--- config.mk ---
export PLATFORM = sky130hd
export DESIGN_NAME = timer_ctrl
export DESIGN_NICKNAME = d
export VERILOG_FILES = /design/src/rtl/timer_pkg.sv /design/src/rtl/timer_ctrl_downcnt.sv /design/src/rtl/timer_ctrl.sv
export SDC_FILE = /design/constraint.sdc
export NUM_CORES = 1
export LEC_CHECK = 0
export CELL_PAD_IN_SITES_DETAIL_PLACEMENT = 1
export CELL_PAD_IN_SITES_GLOBAL_PLACEMENT = 1
export CORE_MARGIN = 1
export CORE_UTILIZATION = 37
export DETAILED_ROUTE_END_ITERATION = 16
export PLACE_DENSITY_LB_ADDON = 0.1
export SYNTH_ARGS = -nofsm -noshare
export SYNTH_HDL_FRONTEND = slang
export SYNTH_HIERARCHICAL = 1
export SYNTH_SLANG_ARGS = --single-unit
--- constraint.sdc ---
create_clock -name CLK -period 3.3 [get_ports CLK]
set_input_delay 0.495 -clock CLK [delete_from_list [all_inputs] [get_ports CLK]]
set_output_delay 0.495 -clock CLK [all_outputs]
set_load 0.02 [all_outputs]
--- src/rtl/timer_pkg.sv ---
// Shared definitions for the interval timer: controller state encoding and default widths.
package timer_pkg;

   localparam int TIMER_WIDTH  = 32;
   localparam int TIMER_PWIDTH = 8;

   typedef enum logic [1:0] {
      S_IDLE   = 2'd0,
      S_LOAD   = 2'd1,
      S_RUN    = 2'd2,
      S_EXPIRE = 2'd3
   } state_e;

endpackage

--- src/rtl/timer_ctrl_downcnt.sv ---
// Loadable downcounter with zero detect; no reset, the controller loads it during RST.
module timer_ctrl_downcnt #(
   parameter int WIDTH = 32
) (
   input  logic             clk_i,
   input  logic             ld_i,
   input  logic             en_i,
   input  logic [WIDTH-1:0] d_i,
   output logic [WIDTH-1:0] q_o,
   output logic             zero_o
);

   logic [WIDTH-1:0] cnt_q;
   logic [WIDTH-1:0] cnt_d;

   always_comb begin
      cnt_d = cnt_q;
      if (ld_i) begin
         cnt_d = d_i;
      end else if (en_i) begin
         cnt_d = cnt_q - 1'b1;
      end
   end

   always_ff @(posedge clk_i) begin
      cnt_q <= cnt_d;
   end

   assign q_o    = cnt_q;
   assign zero_o = (cnt_q == '0);

endmodule

--- src/rtl/timer_ctrl.sv ---
// Interval-timer controller: FSM, tick prescaler and DONE/IRQ flags around one downcounter.
module timer_ctrl
   import timer_pkg::*;
#(
   parameter int WIDTH  = TIMER_WIDTH,
   parameter int PWIDTH = TIMER_PWIDTH
) (
   input  logic              CLK,
   input  logic              RST,
   input  logic              GO,
   input  logic              STOP,
   input  logic              AUTO,
   input  logic [WIDTH-1:0]  PERIOD,
   input  logic [PWIDTH-1:0] PRESCALE,
   output logic              BUSY,
   output logic              DONE,
   output logic              IRQ,
   output logic [WIDTH-1:0]  COUNT
);

   state_e            state_q, state_d;
   logic [PWIDTH-1:0] psc_q, psc_d;
   logic [PWIDTH-1:0] pcnt_q, pcnt_d;
   logic              done_q, done_d;

   logic              cnt_ld;
   logic              cnt_en;
   logic [WIDTH-1:0]  cnt_d;
   logic              cnt_zero;
   logic              irq_s;

   timer_ctrl_downcnt #(
      .WIDTH(WIDTH)
   ) u_cnt (
      .clk_i (CLK),
      .ld_i  (cnt_ld),
      .en_i  (cnt_en),
      .d_i   (cnt_d),
      .q_o   (COUNT),
      .zero_o(cnt_zero)
   );

   always_comb begin
      state_d = state_q;
      psc_d   = psc_q;
      pcnt_d  = pcnt_q;
      done_d  = done_q;
      cnt_ld  = 1'b0;
      cnt_en  = 1'b0;
      cnt_d   = '0;
      irq_s   = 1'b0;

      case (state_q)
         S_IDLE: begin
            if (GO && !STOP) begin
               psc_d   = PRESCALE;
               done_d  = 1'b0;
               state_d = S_LOAD;
            end
         end
         S_LOAD: begin
            cnt_ld  = 1'b1;
            cnt_d   = PERIOD;
            pcnt_d  = '0;
            state_d = S_RUN;
         end
         S_RUN: begin
            // Zero check comes first so EN can never drive the counter below zero.
            if (cnt_zero) begin
               state_d = S_EXPIRE;
            end else if (pcnt_q == psc_q) begin
               cnt_en = 1'b1;
               pcnt_d = '0;
            end else begin
               pcnt_d = pcnt_q + 1'b1;
            end
         end
         S_EXPIRE: begin
            irq_s   = 1'b1;
            done_d  = 1'b1;
            state_d = AUTO ? S_LOAD : S_IDLE;
         end
         default: begin
            state_d = S_IDLE;
         end
      endcase

      // STOP freezes the counter but still lets an expiry pulse out this cycle.
      if (STOP) begin
         state_d = S_IDLE;
         cnt_ld  = 1'b0;
         cnt_en  = 1'b0;
      end

      // The counter has no reset, so it is loaded with zero while RST is held.
      if (RST) begin
         cnt_ld = 1'b1;
         cnt_en = 1'b0;
         cnt_d  = '0;
         irq_s  = 1'b0;
      end
   end

   always_ff @(posedge CLK) begin
      if (RST) begin
         state_q <= S_IDLE;
         psc_q   <= '0;
         pcnt_q  <= '0;
         done_q  <= 1'b0;
      end else begin
         state_q <= state_d;
         psc_q   <= psc_d;
         pcnt_q  <= pcnt_d;
         done_q  <= done_d;
      end
   end

   assign BUSY = (state_q != S_IDLE);
   assign DONE = done_q;
   assign IRQ  = irq_s;

endmodule

; ---- After elaboration in Yosys (flattened, before gate mapping)
; Index checks and enable logic that the tools add are counted.
; W data, S select, Z words.
[word_totals]
ff_bits = 51
output_inout_bits = 35
elab_cells = 50
[classes]
addsub = 2
eq_ne = 7
mux = 23
reduce_logical = 13
[ops]
columns = operator, count
row1 = $mux W32, 4
row2 = $logic_not A32 Y1, 1
row3 = $sub A32 B1 Y32 const B, 1
row4 = $mux W8, 2
row5 = $pmux W8 S2, 1
row6 = $mux W1, 12
row7 = $add A8 B1 Y8 const B, 1
row8 = $eq A8 B8 Y1, 1
row9 = $pmux W2 S4, 1
row10 = $reduce_and A2 Y1, 4
row11 = $reduce_bool A2 Y1, 4
row12 = $ne A2 B2 Y1 const B, 3
row13 = $eq A2 B2 Y1 const B, 2
row14 = $mux W2, 2
row15 = $eq A2 B1 Y1 const B, 1
row16 = $logic_not A2 Y1, 1
row17 = $pmux W1 S2, 1
row18 = $reduce_or A2 Y1, 1
row19 = $logic_and A1 B1 Y1, 1
row20 = $logic_not A1 Y1, 1

; ---- Longest topological paths before layout
[depth]
ltp_word = 8
mapped_depth = 10

; ---- Modules after synthesis
; The synthesis kept the hierarchy.
[by_module_without_submodules]
columns = mod, instances, cells_each, area_each_um2, seq_area_each_um2
row1 = timer_ctrl_downcnt, 1, 208, 2029.4, 960.9
row2 = timer_ctrl, 1, 148, 1237.4, 380.4

; ---- Worst setup path after synthesis
; OpenSTA, ideal clock, no wires.
[synth_path]
kind = register to register
from = register u_cnt.cnt_q[24] (netlist: u_cnt/q_o[24])
to = register u_cnt.cnt_q[0] (netlist: u_cnt/q_o[0]) (enable)
setup_ns = 0.330
arrival_time_ns = 2.646
required_time_ns = 2.970
setup_slack_ns = 0.325
stages_incl_launch_ff = 7
n_path_buf = 0
path_cell_list = edfxtp_1 or4_4 or4_2 nor4_1 or2b_2 nor4_2 or2_2
[synth_between]
elab_chain_cells = 6
[synth_lines]
columns = element, line_no
row1 = start: declaration, timer_ctrl_downcnt.sv:13  ; logic [WIDTH-1:0] cnt_q;
row2 = start signal: assignment, timer_ctrl_downcnt.sv:26  ; cnt_q <= cnt_d;
row3 = $logic_not A32 Y1, timer_ctrl_downcnt.sv:30  ; assign zero_o = (cnt_q == '0);
row4 = named net cnt_zero, timer_ctrl.sv:29  ; logic cnt_zero;
row5 = $mux W1, timer_ctrl.sv:69  ; if (cnt_zero) begin
row6 = $mux W1, timer_ctrl.sv:53  ; case (state_q)
row7 = $mux W1, timer_ctrl.sv:89  ; if (STOP) begin
row8 = $mux W1, timer_ctrl.sv:96  ; if (RST) begin
row9 = named net cnt_en, timer_ctrl.sv:27  ; logic cnt_en;
row10 = $reduce_bool A2 Y1 (no line), -
; The timed path passes the listed nets, and every way through them passes these cells.
; A chain may end at the register's enable or synchronous reset.

; ---- Worst setup path in the final report
[layout_path]
from = register u_cnt.cnt_q[24] (netlist: u_cnt/q_o[24])
to = register state_q[0]
[layout_between]
elab_chain_cells = 3
[layout_lines]
columns = element, line_no
row1 = $logic_not A32 Y1, timer_ctrl_downcnt.sv:30
row2 = named net cnt_zero, timer_ctrl.sv:29
row3 = $ne A2 B2 Y1 (no line), -
row4 = $reduce_and A2 Y1 (no line), -
row5 = end signal: assignment, timer_ctrl.sv:111  ; state_q <= state_d;
row6 = end: declaration, timer_ctrl.sv:21  ; state_e state_q, state_d;
; The timed path passes the listed nets, and every way through them passes these cells.

==> parameters.txt <==
Parameter                              Value

Worst setup path
  Critical path capture point type ... flip-flop
  R2R Path Start ... u_cnt/q_o[24]$_DFFE_PP_
  Arr. time, crit path ... 3210 ps
  Beginning of the critical path ... u_cnt/q_o[24]$_DFFE_PP_
  Worst EP required ... 3490 ps
  Crit Reg-Reg Endpoint ... state_q[0]$_SDFFE_PP0P_
  CP startpoint kind ... flip-flop
  Path type of the worst setup path ... flip-flop to flip-flop
  Reg2Reg Depth ... 7
  Setup slack on the worst flop-to-flop path ... 280 ps
  Critical-path maximum fanout ... 7

Yosys
  Cells taking the most area after synthesis ... sky130_fd_sc_hd__edfxtp_1, sky130_fd_sc_hd__dfxtp_1, sky130_fd_sc_hd__and2_1, sky130_fd_sc_hd__xor2_1, sky130_fd_sc_hd__nor2_1
  Flip-flop and latch count after synthesis ... 51
  Number of synthesis warnings ... 6
  Count of cell types in the netlist ... 54
  Most frequently used flop master after synthesis ... sky130_fd_sc_hd__edfxtp_1
  Cell types with the highest counts after synthesis ... sky130_fd_sc_hd__and2_1, sky130_fd_sc_hd__nor2_1, sky130_fd_sc_hd__edfxtp_1
  Count of mapped cells out of synthesis ... 356
  Per-instance average area after synthesis ... 9.18 um2
  Mapped Nets ... 407
  Yosys top cell by area ... sky130_fd_sc_hd__edfxtp_1
  Netlist Area Pre-Place ... 0.00327 mm2
  Count of flip-flops with a built-in enable after synthesis ... 32
  Most numerous cell in the Yosys netlist ... sky130_fd_sc_hd__and2_1
  Proportion of synthesized chip area in sequential cells ... 0.411
  Fraction of synthesized cell area taken by the top area cell type ... 0.294
  Proportion of register bits with asynchronous set or reset after synthesis ... 0

Timing
  RSZ-0062 raised after global routing ... false
  Number of pins exceeding their max-slew limit in the final report ... 0
  Share of the clock period used by the worst path ... 0.915
  Layout Skew ... 11.7 ps
  Least-Margin Pin Slew ... 586 ps
  Minimum period implied by the final worst setup slack ... 3020 ps
  Max_slew headroom ... 0.608
  Aggregate negative setup slack ... 0 ps
  Maximum frequency from static timing analysis ... 331 MHz
  Number of setup violations in the final report ... 0
  Final Hold Violating Endpoints ... 0

GRT
  Overflow left after global routing ... 0
  Overall track demand over capacity in global routing ... 0.206
  Number of global-route vias before repair ... 3,017
  Pin count of the biggest net entering global routing ... 38
  Global-route wire length before repair ... 14,700 um
  Antenna violations before repair ... 0

Route
  First DRT Iteration DRCs ... 90
  Antenna Nets Post-Route ... 0
  Total number of vias ... 3,018
  Per-cell via count in the routed design ... 5.55
  Per-cell routed wire length ... 16.9 um
  DRC violations left ... 0
  Total Wirelength ... 9200 um
  Detailed-router iteration count before antenna repair ... 4

Placement
  Sum of net half-perimeters after detailed placement ... 6740 um
  RePlAce Congestion ... 0.796
  Count of input and output buffers ... 79
  Post-place instance area ... 0.00419 mm2

Job
  Reported max-cap violation count ... 0

Clocking
  TritonCTS buffer count ... 5
  Setup Buffers After CTS ... 0
  Number of sinks handled by clock tree synthesis ... 51
  Number of H-tree levels ... 2
  Clock root buffer ... sky130_fd_sc_hd__clkbuf_8
  Clock-pin slew on the worst setup and hold paths ... 100 ps
  Clock Tree Buf Depth ... 2
  Clk_lat worst skew ... 310 ps
  TritonCTS clock tree ... done

Final layout
  Fraction of layout instances using a drive strength above 1 ... 0.0957
  Number of nets in the layout ... 489
  Antenna Diode Count ... 0
  Area overhead of the layout relative to synthesis ... 31.0%
  Design Area, Final ... 0.00428 mm2

Worst hold path
  Hold Crit Endpoint ... DONE$_SDFFE_PP0P_
  Hold Path Depth ... 2
  Hold wc startpoint ... DONE$_SDFFE_PP0P_
  Class of the tightest hold or removal check ... flip-flop to flip-flop

Pwr
  Comb power frac ... 0.245
  Share of total power in the clock network ... 0.239
  Worst supply voltage drop on vdd ... 0.186 mV
  Portion of total power attributed to sequential cells ... 0.516
  Standby leakage power ... 1.56 nW
  Switching power total ... 0.458 mW
  Switching Fraction ... 0.302
  Internal ... 1.06 mW
  Pwr per Cell Area ... 354 mW/mm2

Die
  Initial Util ... 0.390
  Num ports ... 80
  Die Y-Extent ... 96.0 um
  Area enclosed by the die boundary ... 0.00921 mm2
  Die width ... 96.0 um
  Core Box Area ... 0.00838 mm2
  Number of placement rows ... 33

Status
  Status ... finished clean
worst max-delay path, cell delays in order (launching register included):
cell	delay [ps]
sky130_fd_sc_hd__edfxtp_1	490
sky130_fd_sc_hd__or4_4	590
sky130_fd_sc_hd__or4_2	640
sky130_fd_sc_hd__nor4_2	260
sky130_fd_sc_hd__nor2b_1	190
sky130_fd_sc_hd__a21oi_1	230
sky130_fd_sc_hd__o21ai_0	130
sky130_fd_sc_hd__a2111oi_0	380
area by class of cell:
cell class / instances / area [um2]
fill: 986 / 4100
multi-input combinational: 281 / 1810
sequential: 51 / 1340
timing repair buffer: 92 / 888
tap: 105 / 131
clock buffer: 5 / 68.8
inverter: 7 / 26.3
clock inverter: 3 / 15.0
logic make-up (layout without fill, tap and decap cells):
family          Yosys count  count (layout)  synth area share
simple gates            175             175             0.302
mux                       8               8            0.0245
buf+inv                  24             107            0.0383
flops                    51              51             0.411
compound gates           71              71             0.146
xor+xnor                 21              21            0.0563
fa+ha+maj                 6               6            0.0230
layer usage:
| layer | part of all wire | track usage |
|---|---|---|
| met5 | 0 | 0 |
| met3 | 0.044 | 0.0387 |
| met1 | 0.47 | 0.271 |
| met2 | 0.47 | 0.348 |
| met4 | 0.0098 | 0.0510 |
how the worst max path moves through the flow:
stage | endpoint | slack, ps | depth (start not counted)
floorplan | u_cnt/q_o[0]$_DFFE_PP_ | 320 | 6
global placement | u_cnt/q_o[6]$_DFFE_PP_ | 170 | 6
global route | state_q[0]$_SDFFE_PP0P_ | 40 | 7
detailed placement | u_cnt/q_o[20]$_DFFE_PP_ | 20 | 6
finish | state_q[0]$_SDFFE_PP0P_ | 280 | 7
CTS | state_q[0]$_SDFFE_PP0P_ | 210 | 7
stage by stage:
stage | power [mW] | hold WS (ps) | cells | worst slack, ps | utilization
2_1_floorplan | 0.980 | 450 | 356 | 325 | -
3_3_place_gp | 1.16 | 480 | 536 | 168 | 0.500
3_5_place_dp | 1.17 | 495 | 536 | 21.2 | 0.500
4_1_cts | 1.53 | 521 | 544 | 205 | 0.510
5_1_grt | 1.60 | 559 | 544 | 37.9 | 0.511
6_report | 1.52 | 520 | 544 | 280 | 0.511
registers in the layout (all words and copies together), names as in the netlist:
name and count:
state_q 2, u_cnt/q_o 32, psc_q 8, pcnt_q 8
DONE 1
cells in the final DEF (no fill, tap or decap), types with 3 or more instances in the layout:
cell type	instances
sky130_fd_sc_hd__buf_4	13
sky130_fd_sc_hd__nand2b_1	4
sky130_fd_sc_hd__clkinv_2	3
sky130_fd_sc_hd__clkdlybuf4s50_1	79
sky130_fd_sc_hd__nor4_1	5
sky130_fd_sc_hd__or2_2	6
sky130_fd_sc_hd__nor2b_1	5
sky130_fd_sc_hd__xor2_1	17
sky130_fd_sc_hd__a21oi_1	6
sky130_fd_sc_hd__nand3_1	11
sky130_fd_sc_hd__inv_1	7
sky130_fd_sc_hd__nand2_1	29
sky130_fd_sc_hd__nor3_1	9
sky130_fd_sc_hd__o311ai_0	4
sky130_fd_sc_hd__ha_1	6
sky130_fd_sc_hd__dfxtp_1	19
sky130_fd_sc_hd__clkbuf_8	5
sky130_fd_sc_hd__xnor2_1	4
sky130_fd_sc_hd__or4_1	9
sky130_fd_sc_hd__or3_1	5
sky130_fd_sc_hd__mux2i_1	8
sky130_fd_sc_hd__and2_1	34
sky130_fd_sc_hd__o21ai_0	20
sky130_fd_sc_hd__edfxtp_1	32
sky130_fd_sc_hd__a31oi_1	17
sky130_fd_sc_hd__nor4_2	5
sky130_fd_sc_hd__o31ai_1	8
sky130_fd_sc_hd__nand4_1	5
sky130_fd_sc_hd__nor2_1	33
power by group through the flow:
stage	sequential (mW)	clock, mW	combinational (mW)
after floorplan	0.827	0	0.152
after global placement	0.793	0	0.363
after detailed placement	0.797	0	0.371
after CTS	0.782	0.372	0.375
after global routing	0.790	0.399	0.406
final	0.782	0.362	0.372
timing repair:
item | 4_1_cts | 5_1_grt
gates resized for setup | 1 | 1
pin swaps | 0 | 0
setup endpoints to repair | 28 | 1
hold buffers | 0 | 0
No activity file was read; power rests on OpenSTA's default activity.
